==> config.mk <==
export PLATFORM = sky130hd
export DESIGN_NAME = counter_cmd_gen
export DESIGN_NICKNAME = d
export VERILOG_FILES = /design/src/rtl/counter_cmd_pkg.sv /design/src/rtl/btn_conditioner.sv /design/src/rtl/counter_cmd_gen.sv
export SDC_FILE = /design/constraint.sdc
export NUM_CORES = 1
export LEC_CHECK = 0
export ABC_AREA = 1
export BUFFER_PORTS_ARGS = -buffer_cell sky130_fd_sc_hd__buf_2
export CORE_MARGIN = 3
export CORE_UTILIZATION = 33
export DETAILED_ROUTE_END_ITERATION = 6
export GPL_TIMING_DRIVEN = 0
export PLACE_DENSITY = 0.6
export SLEW_MARGIN = 30
export SYNTH_ARGS = -nofsm -noshare
export SYNTH_HDL_FRONTEND = slang
export SYNTH_SLANG_ARGS = --single-unit
==> constraint.sdc <==
create_clock -name CLK -period 1.7 [get_ports CLK]
set_input_delay 0.255 -clock CLK [delete_from_list [all_inputs] [get_ports CLK]]
set_output_delay 0.255 -clock CLK [all_outputs]
set_load 0.05 [all_outputs]
==> src/rtl/counter_cmd_pkg.sv <==
// counter_cmd_pkg: shared width, repeat-FSM state encoding and timer sizing
// for the counter command generator.
`default_nettype none

package counter_cmd_pkg;

  localparam int CNT_W = 5;

  typedef enum logic [1:0] {
    IDLE   = 2'd0,
    DELAY  = 2'd1,
    REPEAT = 2'd2
  } rpt_state_t;

  // Bits needed for a down-counter that starts at cycles-1.
  function automatic int timer_width(input int cycles);
    return (cycles < 2) ? 1 : $clog2(cycles);
  endfunction

endpackage

`default_nettype wire

==> src/rtl/btn_conditioner.sv <==
// btn_conditioner: 2-FF synchroniser, consecutive-sample debouncer and
// registered press/release strobes for one raw push-button.
`default_nettype none

module btn_conditioner
  import counter_cmd_pkg::*;
#(
  parameter int DEBOUNCE_CYCLES = 16
) (
  input  logic clk,
  input  logic rst_n,
  input  logic btn,
  output logic press_pulse,
  output logic release_pulse
);

  localparam int              DB_W    = timer_width(DEBOUNCE_CYCLES);
  localparam logic [DB_W-1:0] DB_LAST = DB_W'(DEBOUNCE_CYCLES - 1);

  logic [1:0]      sync;
  logic            stable;
  logic [DB_W-1:0] db_cnt;

  always_ff @(posedge clk or negedge rst_n) begin
    if (!rst_n) begin
      sync          <= '0;
      stable        <= 1'b0;
      db_cnt        <= '0;
      press_pulse   <= 1'b0;
      release_pulse <= 1'b0;
    end else begin
      sync          <= {sync[0], btn};
      press_pulse   <= 1'b0;
      release_pulse <= 1'b0;
      if (sync[1] == stable) begin
        db_cnt <= '0;
      end else if (db_cnt == DB_LAST) begin
        // This is the DEBOUNCE_CYCLES-th differing sample in a row.
        db_cnt        <= '0;
        stable        <= sync[1];
        press_pulse   <= sync[1];
        release_pulse <= ~sync[1];
      end else begin
        db_cnt <= db_cnt + 1'b1;
      end
    end
  end

endmodule

`default_nettype wire

==> src/rtl/counter_cmd_gen.sv <==
// counter_cmd_gen: turns UP/DOWN/LOAD buttons and switches into arbitrated,
// registered one-cycle counter commands with limit-aware auto-repeat.
`default_nettype none

module counter_cmd_gen
  import counter_cmd_pkg::*;
#(
  parameter int DEBOUNCE_CYCLES = 16,
  parameter int REPEAT_DELAY    = 64,
  parameter int REPEAT_RATE     = 16
) (
  input  logic             CLK,
  input  logic             RST,
  input  logic             BTN_UP,
  input  logic             BTN_DN,
  input  logic             BTN_LD,
  input  logic [CNT_W-1:0] SW,
  input  logic             HIGH,
  input  logic             LOW,
  output logic [CNT_W-1:0] IN,
  output logic             load,
  output logic             UP,
  output logic             Down
);

  localparam int TMR_W = timer_width((REPEAT_DELAY > REPEAT_RATE) ? REPEAT_DELAY : REPEAT_RATE);
  localparam logic [TMR_W-1:0] DELAY_LOAD = TMR_W'(REPEAT_DELAY - 1);
  localparam logic [TMR_W-1:0] RATE_LOAD  = TMR_W'(REPEAT_RATE - 1);

  // Index 0 is the UP channel, index 1 the DOWN channel.
  logic [1:0]       press;
  logic [1:0]       rel;
  logic             ld_press;
  logic             ld_release_unused;
  rpt_state_t       state [2];
  logic [TMR_W-1:0] timer [2];
  logic [1:0]       first_req;
  logic [1:0]       rpt_req;
  logic             up_req;
  logic             dn_req;
  logic [CNT_W-1:0] sw_meta;
  logic [CNT_W-1:0] sw_sync;

  btn_conditioner #(.DEBOUNCE_CYCLES(DEBOUNCE_CYCLES)) u_cond_up (
    .clk          (CLK),
    .rst_n        (RST),
    .btn          (BTN_UP),
    .press_pulse  (press[0]),
    .release_pulse(rel[0])
  );

  btn_conditioner #(.DEBOUNCE_CYCLES(DEBOUNCE_CYCLES)) u_cond_dn (
    .clk          (CLK),
    .rst_n        (RST),
    .btn          (BTN_DN),
    .press_pulse  (press[1]),
    .release_pulse(rel[1])
  );

  btn_conditioner #(.DEBOUNCE_CYCLES(DEBOUNCE_CYCLES)) u_cond_ld (
    .clk          (CLK),
    .rst_n        (RST),
    .btn          (BTN_LD),
    .press_pulse  (ld_press),
    .release_pulse(ld_release_unused)
  );

  always_comb begin
    first_req = '0;
    rpt_req   = '0;
    for (int i = 0; i < 2; i++) begin
      first_req[i] = (state[i] == IDLE) && press[i];
      rpt_req[i]   = (state[i] != IDLE) && (timer[i] == '0) && !rel[i];
    end
  end

  // Limit masking drops only repeat slots; the press pulse always goes out.
  assign up_req = first_req[0] | (rpt_req[0] & ~HIGH);
  assign dn_req = first_req[1] | (rpt_req[1] & ~LOW);

  always_ff @(posedge CLK or negedge RST) begin
    if (!RST) begin
      for (int i = 0; i < 2; i++) begin
        state[i] <= IDLE;
        timer[i] <= '0;
      end
    end else begin
      for (int i = 0; i < 2; i++) begin
        if (rel[i]) begin
          state[i] <= IDLE;
        end else begin
          case (state[i])
            IDLE: begin
              if (press[i]) begin
                state[i] <= DELAY;
                timer[i] <= DELAY_LOAD;
              end
            end
            DELAY: begin
              if (timer[i] == '0) begin
                state[i] <= REPEAT;
                timer[i] <= RATE_LOAD;
              end else begin
                timer[i] <= timer[i] - 1'b1;
              end
            end
            REPEAT: begin
              if (timer[i] == '0) timer[i] <= RATE_LOAD;
              else                timer[i] <= timer[i] - 1'b1;
            end
            default: state[i] <= IDLE;
          endcase
        end
      end
    end
  end

  // Fixed priority load > Down > UP; losers are simply dropped.
  always_ff @(posedge CLK or negedge RST) begin
    if (!RST) begin
      sw_meta <= '0;
      sw_sync <= '0;
      IN      <= '0;
      load    <= 1'b0;
      UP      <= 1'b0;
      Down    <= 1'b0;
    end else begin
      sw_meta <= SW;
      sw_sync <= sw_meta;
      if (ld_press) IN <= sw_sync;
      load <= ld_press;
      Down <= dn_req & ~ld_press;
      UP   <= up_req & ~ld_press & ~dn_req;
    end
  end

endmodule

`default_nettype wire

# After elaboration in Yosys (flattened, before gate mapping)
# Cells that the tools add are included.
[op_classes]
n_eq_ne = 18
n_addsub = 5
n_reduce_logical = 25
n_bitwise = 18
mux = 30
[op_table]
columns = ["op", "n"]
rows = [
  ["$mux 4", 6],
  ["$mux 6", 4],
  ["$pmux 6 s2", 2],
  ["$add 4x1->4 const B", 3],
  ["$eq 4x4->1 const B", 3],
  ["$logic_not 6->1", 2],
  ["$mux 2", 6],
  ["$pmux 2 s3", 2],
  ["$reduce_and 3->1", 4],
  ["$sub 6x1->6 const B", 2],
  ["$not 1->1", 11],
  ["$mux 1", 10],
  ["$ne 2x1->1 const B", 4],
  ["$reduce_bool 2->1", 4],
  ["$logic_and 1x1->1", 6],
  ["$ne 3x1->1 const B", 2],
  ["$ne 3x2->1 const B", 2],
  ["$reduce_and 2->1", 3],
  ["$and 1x1->1", 5],
  ["$eq 2x1->1 const B", 2],
  ["$eq 2x2->1 const B", 2],
  ["$logic_not 2->1", 2],
  ["$reduce_or 2->1", 2],
  ["$eq 1x1->1", 3],
  ["2 further kinds", 4],
]
[word_totals]
regBits = 60
elab_cells = 120
input_bits = 12

# Depth between registers and ports, before layout
# Gate-level depths: netlist of the first run.
[logic_depth]
ltp_word = 7
mapped_depth = 9
depth_no_buf = 9

# By module
# Synthesis of the first run repeated with hierarchy kept, for this count alone.
[unflattened]
cells_unflattened = 279
hier_area_um2 = 2728.9
[modules_own_cells]
columns = ["module", "cells_per_inst", "n_inst", "area_per_inst_um2", "seq_area_each_um2"]
rows = [
  ["counter_cmd_gen", 186, 1, 1689.1, 850.8],
  ["btn_conditioner", 31, 3, 346.6, 225.2],
]

# Worst setup path after synthesis of the first run
# Ideal clock, no wire load.
[synth_path]
path_type = "register to register"
from = "register state[2] (netlist name)"
to = "register timer[8] (netlist name)"
t_arrival_ps = 1182
period_less_slack_ps = 1304
stages_incl_launch_ff = 8
slack_ps = 396
n_path_buf = 0
cell_sequence = "dfrtp_1 -> inv_1 -> ha_1 -> inv_2 -> o21ai_2 -> nor2_1 -> xnor2_1 -> nand2_1"
[synth_via]
elab_chain_len = 4
elab_cells_between_ends = 8
[synth_lines]
columns = ["item", "line_no", "rtl"]
rows = [
  ["from (decl)", "counter_cmd_gen.sv:35", "rpt_state_t state [2];"],
  ["from (signal, indexed assignment)", "counter_cmd_gen.sv:84", "state[i] <= IDLE;"],
  ["from (signal, indexed assignment)", "counter_cmd_gen.sv:90", "state[i] <= IDLE;"],
  ["from (signal, indexed assignment)", "counter_cmd_gen.sv:95", "state[i] <= DELAY;"],
  ["$eq 2x2->1 or $eq 2x1->1 (tied branches)", "counter_cmd_gen.sv:92", "case (state[i])"],
  ["$reduce_or 2->1 (no source line)", "--", ""],
  ["$reduce_bool 2->1 (no source line)", "--", ""],
  ["$reduce_and 3->1 (no source line)", "--", ""],
  ["to (signal, indexed assignment)", "counter_cmd_gen.sv:104", "timer[i] <= timer[i] - 1'b1;"],
  ["to (signal, indexed assignment)", "counter_cmd_gen.sv:109", "else timer[i] <= timer[i] - 1'b1;"],
  ["to (decl)", "counter_cmd_gen.sv:36", "logic [TMR_W-1:0] timer [2];"],
]
# Several ways; a longest one is shown, not always the timed one.
# A chain may end at the register's enable or synchronous reset.

# Worst setup path after layout of the first run
# Ends and elaborated chain as after synthesis.

==> impl_metrics.tcl, run 1 <==
set metrics [dict create \
    drive_above_1_share_pct 19.16 \
    place_hpwl_um 3015 \
    cts_tree "done" \
    synth_top_cell_by_area "dfrtp_1" \
    nNetsFinal 331 \
    avgRoutedWirePerCell_um 10.47 \
    p_sw_share_pct 35.07 \
    wl_um 4260 \
    ys_ff_latch 60 \
    async_reset_ff_share_pct 100.0 \
    io_pins 20 \
    critPathMaxStageDelay_ns 0.41 \
    core_um2 7525 \
    seqCellArea_um2 1501 \
    setup_violations 0 \
    drc 0 \
    fmax_ghz 0.6966 \
    initial_core_util_pct 35.10 \
    path_clk_slew_ns 0.07 \
    clk_latency_ns 0.33 \
    fp.dieH_um 95.47 \
    arrival_ns 1.66 \
    yosysUniqueCellTypes 27 \
    busiest_layer "met2" \
    min_period_over_period_pct 84.44 \
    grt_pass1_vias 1757 \
    seqPwrFrac_pct 40.0 \
    synthFlopType "dfrtp_1" \
    r2r_start "state[2]" \
    multi_input_area_um2 988.4 \
    fp-row-count 31 \
    power-per-cell-area_nw_per_um2 1381 \
    ant_nets 0 \
    drt_iter0_markers 63 \
    numCtsBuffers 9 \
    reg2reg_depth 7 \
    syn_area_per_cell_um2 9.783 \
    grt_start_max_net_pins 61 \
    gr-total-overflow 0 \
    p_leak_nw 1.557 \
    combPwrFrac_pct 29.0 \
    dieArea_um2 9114 \
    start_kind "flip-flop" \
    relSlewSlack_pct 51.04 \
    fill_cells 744 \
    met2_usage_pct 17.20 \
    crit_family "flip-flops" \
    cts_resized 0 \
    rsz0062_at_grt "false" \
    worst-path-buf-inv 2 \
    critPathKind "reg2reg" \
    violations "negative hold slack" \
    syn_area_um2 2641 \
    status "complete, but fails checks" \
    path_cells "inv_1 > ha_1 > inv_2 > o21ai_2 > nor2_1 > xnor2_1 > nand2_1" \
    yosysWarnings 0 \
    root_buffer "clkbuf_8" \
    areaGrowthSynthToFinish_pct 17.48 \
    cts_num_sinks 60 \
    yosysTopAreaCellShare_pct 56.85 \
    grt_use_total_pct 11.30 \
    tns_ns 0 \
    use_met1_pct 14.34 \
    rrSetupSlack_ns 0.26 \
    via_count 1752 \
    rr_endpoint "timer[8]" \
    cp_max_fo 7 \
    ctsHtreeMaxLevel 3 \
    die-width_um 95.47 \
    globalRouteMet3Util_pct 5.051 \
    grt_first_pass_wirelength_um 7838 \
    endpoint_kind "flip-flop" \
    synth_seq_area_share_pct 56.85 \
    synth_area_leaders "dfrtp_1 (57%), ha_1 (7.6%), nor2_1 (7.0%), nand2_1 (5.1%), inv_1 (4.8%)" \
    postSynthCellCount 270 \
    drv_slew 0 \
    tightest_slew_ns 0.7344 \
    cts.path.max_buffers 2 \
    first_pass_iters 4 \
    maxCapViolCount 0 \
    port_buffers 19 \
    antenna_found_initial 0 \
    hold_viol 30 \
    period_minus_slack_ns 1.435 \
    vias_per_cell 4.305 \
    gp_congestion 0.7835 \
    internal_power_w 0.002782 \
    syn-num-nets 298 \
    synth_edf_count 0 \
    diodes 0 \
    hold-worst-slack_ns -0.01585 \
    pwr-share-clk_pct 30.9 \
    cp.required_ns 1.92 \
    p_sw_w 0.001503 \
    slowest_stage "dfrtp_1" \
    ir_drop_mv 0.6124 \
    fin_skew_ns 0.006348 \
    min_path_type "in2async" \
]
-- power by group through the flow --
| stage | logic, W | clock network [W] | registers [W] |
|---|---|---|---|
| after floorplan | 0.000943 | 0 | 0.00177 |
| after global placement | 0.00123 | 0 | 0.00174 |
| after detailed placement | 0.00126 | 0 | 0.00174 |
| after CTS | 0.00126 | 0.00138 | 0.00172 |
| after global routing | 0.00146 | 0.00145 | 0.00174 |
| final | 0.00124 | 0.00132 | 0.00172 |
-- metal layers --
| layer | vias up | wire length [µm] |
|---|---|---|
| li1 | 914 | - |
| met1 | 802 | 2094 |
| met2 | 28 | 1890 |
| met3 | 8 | 205 |
| met4 | 0 | 71 |
| met5 | - | 0 |
-- cells by family after synthesis --
| logic type | Yosys count | synth area share, % |
|---|---|---|
| AOI/OAI and AO/OA | 16 | 3.458 |
| xor gates and xnor gates | 6 | 1.990 |
| adders and majority gates | 16 | 7.579 |
| buffers and inverters | 40 | 5.731 |
| DFF | 60 | 56.85 |
| muxes | 5 | 2.132 |
| and+or+nand+nor | 127 | 22.26 |
-- Yosys cell counts, types with 2 or more instances --
master,number
dfrtp_1,60
nor2_1,49
nand2_1,36
inv_1,34
ha_1,16
nand3_1,12
nor3_1,6
o21ai_0,6
mux2_2,5
nand2_2,5
nor2_2,5
a21oi_1,4
inv_2,4
nand3b_1,4
xor2_1,4
a22oi_1,3
nor3b_1,3
nand4_1,2
o21ai_1,2
or2_1,2
xnor2_1,2
-- worst reg2reg max path: stages, from the launching register on --
cell and delay (ns):
dfrtp_1 0.41, inv_1 0.13, ha_1 0.18, inv_2 0.05, o21ai_2 0.27, nor2_1 0.09, xnor2_1 0.14, nand2_1 0.06
-- layout make-up --
cell class              count  area share [%]
repair buffers             22           4.113
multi-input cells         170           31.85
well taps                  99           3.992
plain buffers               1          0.1613
inverters                  39           4.718
clock inverters             5           1.895
flip-flops and latches     60           48.39
clock buffers              11           4.879
-- worst max-delay path by stage --
stage / from / to / slack, ns / cells past startpoint
6_report: state[2] / timer[8] / 0.26 / 7
4_1_cts: state[2] / timer[8] / 0.25 / 7
2_1_floorplan: state[2] / timer[8] / 0.40 / 7
3_5_place_dp: state[2] / timer[8] / 0.28 / 7
5_1_grt: state[1] / timer[2] / 0.13 / 8
3_3_place_gp: RST / timer[4] / 0.23 / 1
-- metrics by stage --
stage | instance area (µm²) | cells | setup slack [ns] | total power (W) | utilization (%)
2_1_floorplan | 2641 | 270 | 0.3961 | 0.002713 | -
3_3_place_gp | 2860 | 388 | 0.2274 | 0.002970 | 38.01
3_5_place_dp | 2863 | 388 | 0.2762 | 0.002999 | 38.04
4_1_cts | 3093 | 406 | 0.2476 | 0.004363 | 41.10
5_1_grt | 3103 | 407 | 0.1253 | 0.004650 | 41.24
6_report | 3103 | 407 | 0.2645 | 0.004284 | 41.24
-- flip-flops by register name, indices dropped and copies added, names as in the netlist, 2 cells and up --
name,count
sw_meta,5
u_cond_ld.db_cnt,4
IN,5
timer,12
u_cond_up.db_cnt,4
u_cond_ld.sync,2
u_cond_dn.db_cnt,4
u_cond_up.sync,2
u_cond_dn.sync,2
state,4
sw_sync,5
-- repair_timing --
action	in CTS	in global routing
hold buffers	2	1
hold endpoints to repair	2	1
setup buffers	0	0
-- placed cells by master (no fill, tap or decap), types with 6 or more instances in the layout --
cell / instances
nand3_1: 12
inv_1: 34
nand2_1: 36
ha_1: 16
buf_2: 19
o21ai_0: 6
dfrtp_1: 60
nor3_1: 6
clkbuf_8: 11
nor2_1: 49
(Power assumes the default switching activity.)
==> inputs of run 2 (changes only) <==
--- a/config.mk
+++ b/config.mk
@@ -11,7 +11,7 @@
 export CORE_UTILIZATION = 33
 export DETAILED_ROUTE_END_ITERATION = 6
 export GPL_TIMING_DRIVEN = 0
-export PLACE_DENSITY = 0.6
+export PLACE_DENSITY = 0.62
 export SLEW_MARGIN = 30
 export SYNTH_ARGS = -nofsm -noshare
 export SYNTH_HDL_FRONTEND = slang
==> constraint.sdc (replaced) <==
create_clock -name CLK -period 1.18 [get_ports CLK]
set_input_delay 0.177 -clock CLK [delete_from_list [all_inputs] [get_ports CLK]]
set_output_delay 0.177 -clock CLK [all_outputs]
set_load 0.05 [all_outputs]
==> impl_metrics.tcl, run 2 (synthesized netlist as in run 1, its figures left out) <==
set metrics [dict create \
    regMostFlops "timer" \
    relSlewSlack_pct 50.63 \
    wl_um 4773 \
    power-per-cell-area_nw_per_um2 2154 \
    drt_iter0_markers 74 \
    gp_congestion 0.8364 \
    core_um2 7525 \
    numCtsBuffers 9 \
    cp.required_ns 1.40 \
    min_period_over_period_pct 113.6 \
    path_cells "inv_2 > ha_4 > inv_4 > o21ai_4 > nor2_1 > xnor2_1 > nand2_1" \
    rsz0062_at_grt "true" \
    endpoint_kind "flip-flop" \
    ant_nets 0 \
    stdcell_count 432 \
    fin_skew_ns 0.005140 \
    violations "negative setup slack" \
    drive_above_1_share_pct 35.44 \
    setup_ws_ns -0.1607 \
    avgRoutedWirePerCell_um 11.05 \
    nNetsFinal 356 \
    ctsHtreeMaxLevel 3 \
    period_minus_slack_ns 1.341 \
    place_hpwl_um 3024 \
    largest_reg_flops 12 \
    hold_viol 0 \
    clk_latency_ns 0.33 \
    tns_ns -1.547 \
    root_buffer "clkbuf_8" \
    grt_start_max_net_pins 61 \
    first_pass_iters 4 \
    layout_commonest_cell "dfrtp_1" \
    fmax_ghz 0.7459 \
    gr-total-overflow 0 \
    cp_max_fo 7 \
    grt_pass1_vias 1902 \
    diodes 0 \
    drc 0 \
    vias_per_cell 4.444 \
    crit_family "flip-flops" \
    critPathKind "reg2reg" \
    grt_use_total_pct 12.05 \
    fp-row-count 31 \
    critPathMaxStageDelay_ns 0.41 \
    antenna_found_initial 0 \
    maxCapViolCount 0 \
    areaGrowthSynthToFinish_pct 36.24 \
    worst-path-buf-inv 2 \
    dieArea_um2 9114 \
    fp.dieH_um 95.47 \
    layout_common_cells "dfrtp_1 (59), nor2_1 (39), nand2_1 (28)" \
    ir_drop_mv 1.069 \
    cts_tree "done" \
    tightest_slew_ns 0.7406 \
    via_count 1920 \
    min_path_type "in2reg" \
    cts_num_sinks 60 \
    arrival_ns 1.56 \
    p_leak_nw 1.690 \
    initial_core_util_pct 35.10 \
    cts.path.max_buffers 2 \
    drv_slew 0 \
    slowest_stage "dfrtp_1" \
    setup_violations 17 \
    fill_cells 705 \
    grt_first_pass_wirelength_um 8335 \
    io_pins 20 \
    status "complete, but fails checks" \
    die-width_um 95.47 \
    post-place-cells 388 \
    path_clk_slew_ns 0.07 \
    port_buffers 19 \
    start_kind "flip-flop" \
]
-- run 2: area by class of cell --
cell class	count	area, µm²	area share (%)
Buffer	1	5.005	0.1391
Clock buffer	12	145.1	4.033
Clock inverter	4	72.57	2.017
Inverter	39	158.9	4.416
Multi-Input combinational cell	170	1234	34.28
Sequential cell	60	1503	41.76
Tap cell	99	123.9	3.442
Timing Repair Buffer	47	356.6	9.910
-- run 2: tightest hold or removal path: cells and delay by family --
kind                   cells  cell delay, ns
buffers and inverters      1            0.08
AND/OR/NAND/NOR            5            0.25
-- run 2: path summary, 6_finish.rpt --
kind / depth (start not counted) / startpoint / end / slack [ns]
min in group asynchronous: 2 / RST / sw_meta[3] / 0.43
max reg2reg: 7 / state[2] / timer[8] / -0.16
min: 6 / LOW / Down / 0.20
max: 7 / state[2] / timer[8] / -0.16
min reg2reg: 0 / u_cond_up.sync[0] / u_cond_up.sync[1] / 0.35
max in group asynchronous: 2 / RST / state[1] / 0.22
-- run 2: what timing repair did --
action | CTS | global route
setup endpoints to repair | 19 | 21
hold buffers | 9 | 0
buffers inserted | 13 | 7
gates resized for setup | 28 | 28
endpoints found under the hold margin | 68 | 0
pin swaps | 22 | 17
-- run 2: where the power goes --
part | leakage (nW) | internal [W] | switching [W]
Combinational | 0.857 | 0.00142 | 0.00180
Sequential | 0.726 | 0.00231 | 0.000214
Clock | 0.107 | 0.00124 | 0.000766
-- run 2: per-stage QoR --
stage | setup WS, ns | hold slack [ns] | total power [W] | area (µm²) | util, %
finish | -0.1607 | 0.2007 | 0.007750 | 3598 | 47.82
global route | -0.2516 | 0.2129 | 0.008308 | 3598 | 47.82
CTS | -0.1435 | 0.1887 | 0.007264 | 3427 | 45.54
detailed placement | -0.1575 | 0.2863 | 0.004565 | 2923 | 38.84
global placement | -0.2117 | 0.2849 | 0.004506 | 2920 | 38.81
floorplan | -0.05114 | -0.1186 | 0.004125 | 2701 | -
-- run 2: metal layers --
layer	GRT usage, %	vias to the layer above	share of wire (%)
li1	-	967	-
met1	14.63	897	45
met2	18.83	41	48
met3	4.893	15	4.4
met4	5.332	0	2.9
met5	0	-	0
==> inputs of run 3 (changes only) <==
--- a/config.mk
+++ b/config.mk
@@ -7,11 +7,10 @@
 export LEC_CHECK = 0
 export ABC_AREA = 1
 export BUFFER_PORTS_ARGS = -buffer_cell sky130_fd_sc_hd__buf_2
-export CORE_MARGIN = 3
 export CORE_UTILIZATION = 33
 export DETAILED_ROUTE_END_ITERATION = 6
 export GPL_TIMING_DRIVEN = 0
-export PLACE_DENSITY = 0.62
+export PLACE_DENSITY = 0.6
 export SLEW_MARGIN = 30
 export SYNTH_ARGS = -nofsm -noshare
 export SYNTH_HDL_FRONTEND = slang
==> constraint.sdc (replaced) <==
create_clock -name CLK -period 1.6 [get_ports CLK]
set_input_delay 0.24 -clock CLK [delete_from_list [all_inputs] [get_ports CLK]]
set_output_delay 0.24 -clock CLK [all_outputs]
set_load 0.05 [all_outputs]
==> impl_metrics.tcl, run 3 (synthesized netlist as in run 1, its figures left out) <==
set metrics [dict create \
    wl_um 4250 \
    path_clk_slew_ns 0.06 \
    seqPwrFrac_pct 38.3 \
    regMostFlops "timer" \
    crit_end "timer[8]" \
    layout_commonest_cell "dfrtp_1" \
    p_total_w 0.004758 \
    drt_iter0_markers 59 \
    diodes 0 \
    ctsHtreeMaxLevel 3 \
    internal_power_w 0.003165 \
    drc 0 \
    setup_violations 0 \
    cts_tree "done" \
    p_leak_nw 1.601 \
    rr_endpoint "timer[8]" \
    grt_first_pass_wirelength_um 7500 \
    grt_pass1_vias 1729 \
    critPathKind "reg2reg" \
    dieArea_um2 8366 \
    first_pass_iters 6 \
    status "completed" \
    relSlewSlack_pct 51.17 \
    numCtsBuffers 9 \
    drv_slew 0 \
    p_sw_w 0.001593 \
    reg2reg_depth 7 \
    power-per-cell-area_nw_per_um2 1489 \
    areaGrowthSynthToFinish_pct 20.99 \
    rrSetupSlack_ns 0.17 \
    pre_cts_ws_ns 0.1725 \
    post-place-cells 391 \
    combPwrFrac_pct 28.5 \
    hold_viol 0 \
    fp.dieH_um 91.47 \
    root_buffer "clkbuf_8" \
    nNetsFinal 337 \
    cp_max_fo 7 \
    endpoint_kind "flip-flop" \
    vias_per_cell 4.292 \
    antenna_found_initial 0 \
    clk_latency_ns 0.33 \
    gr-total-overflow 0 \
    grt_start_max_net_pins 61 \
    fmax_ghz 0.7000 \
    fill_cells 739 \
    drive_above_1_share_pct 18.53 \
    avgRoutedWirePerCell_um 10.24 \
    rsz0062_at_grt "false" \
    min_period_over_period_pct 89.29 \
    cp-startpoint "state[3]" \
    via_count 1781 \
    ir_drop_mv 0.6123 \
    start_kind "flip-flop" \
    min_path_type "in2reg" \
    maxCapViolCount 0 \
    tightest_slew_ns 0.7324 \
    grt_use_total_pct 11.79 \
    r2r_start "state[3]" \
    largest_reg_flops 12 \
    place_hpwl_um 2861 \
    p_sw_share_pct 33.49 \
    tns_ns 0 \
    fin_skew_ns 0.006041 \
    arrival_ns 1.65 \
    cts_num_sinks 60 \
    cts.path.max_buffers 2 \
    setup_ws_ns 0.1714 \
    gp_congestion 0.7612 \
    hold-worst-slack_ns 0.2899 \
    cp.required_ns 1.82 \
    period_minus_slack_ns 1.429 \
    pwr-share-clk_pct 33.2 \
    fp-row-count 32 \
    core_um2 7727 \
    port_buffers 19 \
    layout_common_cells "dfrtp_1 (60), nor2_1 (49), nand2_1 (36)" \
    initial_core_util_pct 34.18 \
    io_pins 20 \
    ant_nets 0 \
    stdcell_count 415 \
    die-width_um 91.47 \
]
## run 3: cell types whose count changed in the layout (fill, tap and decap cells not counted), sizes merged
cell | previous run | this run
buf | 39 | 20
clkinvlp | 1 | 0
## run 3: power by group through the flow
stage,logic [W],registers (W),clock network (W)
6_report,0.00136,0.00182,0.00158
5_1_grt,0.00158,0.00185,0.00171
4_1_cts,0.00136,0.00182,0.00163
3_5_place_dp,0.00132,0.00185,0
3_3_place_gp,0.00132,0.00185,0
2_1_floorplan,0.00100,0.00188,0
## run 3: cell type report
cell class	count	area [µm²]	area share [%]
clock inverters	3	68.82	2.153
flip-flops and latches	60	1501	46.99
well taps	102	127.6	3.994
inverters	39	146.4	4.581
multi-input cells	170	993.5	31.09
repair buffers	28	187.7	5.873
plain buffers	1	5.005	0.1566
clock buffers	12	165.2	5.168
## run 3: critical path: stages (launching register included)
cell	delay (ns)
dfrtp_1	0.40
inv_1	0.13
ha_1	0.17
inv_2	0.05
o21ai_2	0.27
nor2_1	0.09
xnor2_1	0.14
nand2_1	0.06
## run 3: repair_timing
action,in CTS,in global routing
setup endpoints to repair,0,1
hold endpoints to repair,59,1
setup buffers,0,0
hold buffers,8,1
gates resized for setup,0,1
## run 3: layer usage
metal,global-route usage [%],vias to the layer above,share of wire (%)
met3,5.695,5,4.4
met1,13.86,820,50
met4,3.968,0,1.2
met2,18.80,30,45
met5,0,-,0
li1,-,926,-
## run 3: worst min path at each step
| stage | startpoint | end | slack (ns) | cells past startpoint |
|---|---|---|---|---|
| 3_5_place_dp | u_cond_dn.sync[0] | u_cond_dn.sync[1] | 0.34 | 0 |
| 6_report | LOW | Down | 0.29 | 6 |
| 2_1_floorplan | RST | Down | -0.06 | 0 |
| 5_1_grt | HIGH | UP | 0.30 | 5 |
| 3_3_place_gp | u_cond_dn.sync[0] | u_cond_dn.sync[1] | 0.33 | 0 |
| 4_1_cts | SW[2] | sw_meta[2] | 0.004 | 1 |
## run 3: through the flow
step / utilization, % / cell area [µm²]
floorplan: - / 2641
finish: 41.35 / 3196
global route: 41.35 / 3196
global placement: 37.06 / 2864
detailed placement: 37.10 / 2867
CTS: 41.16 / 3181
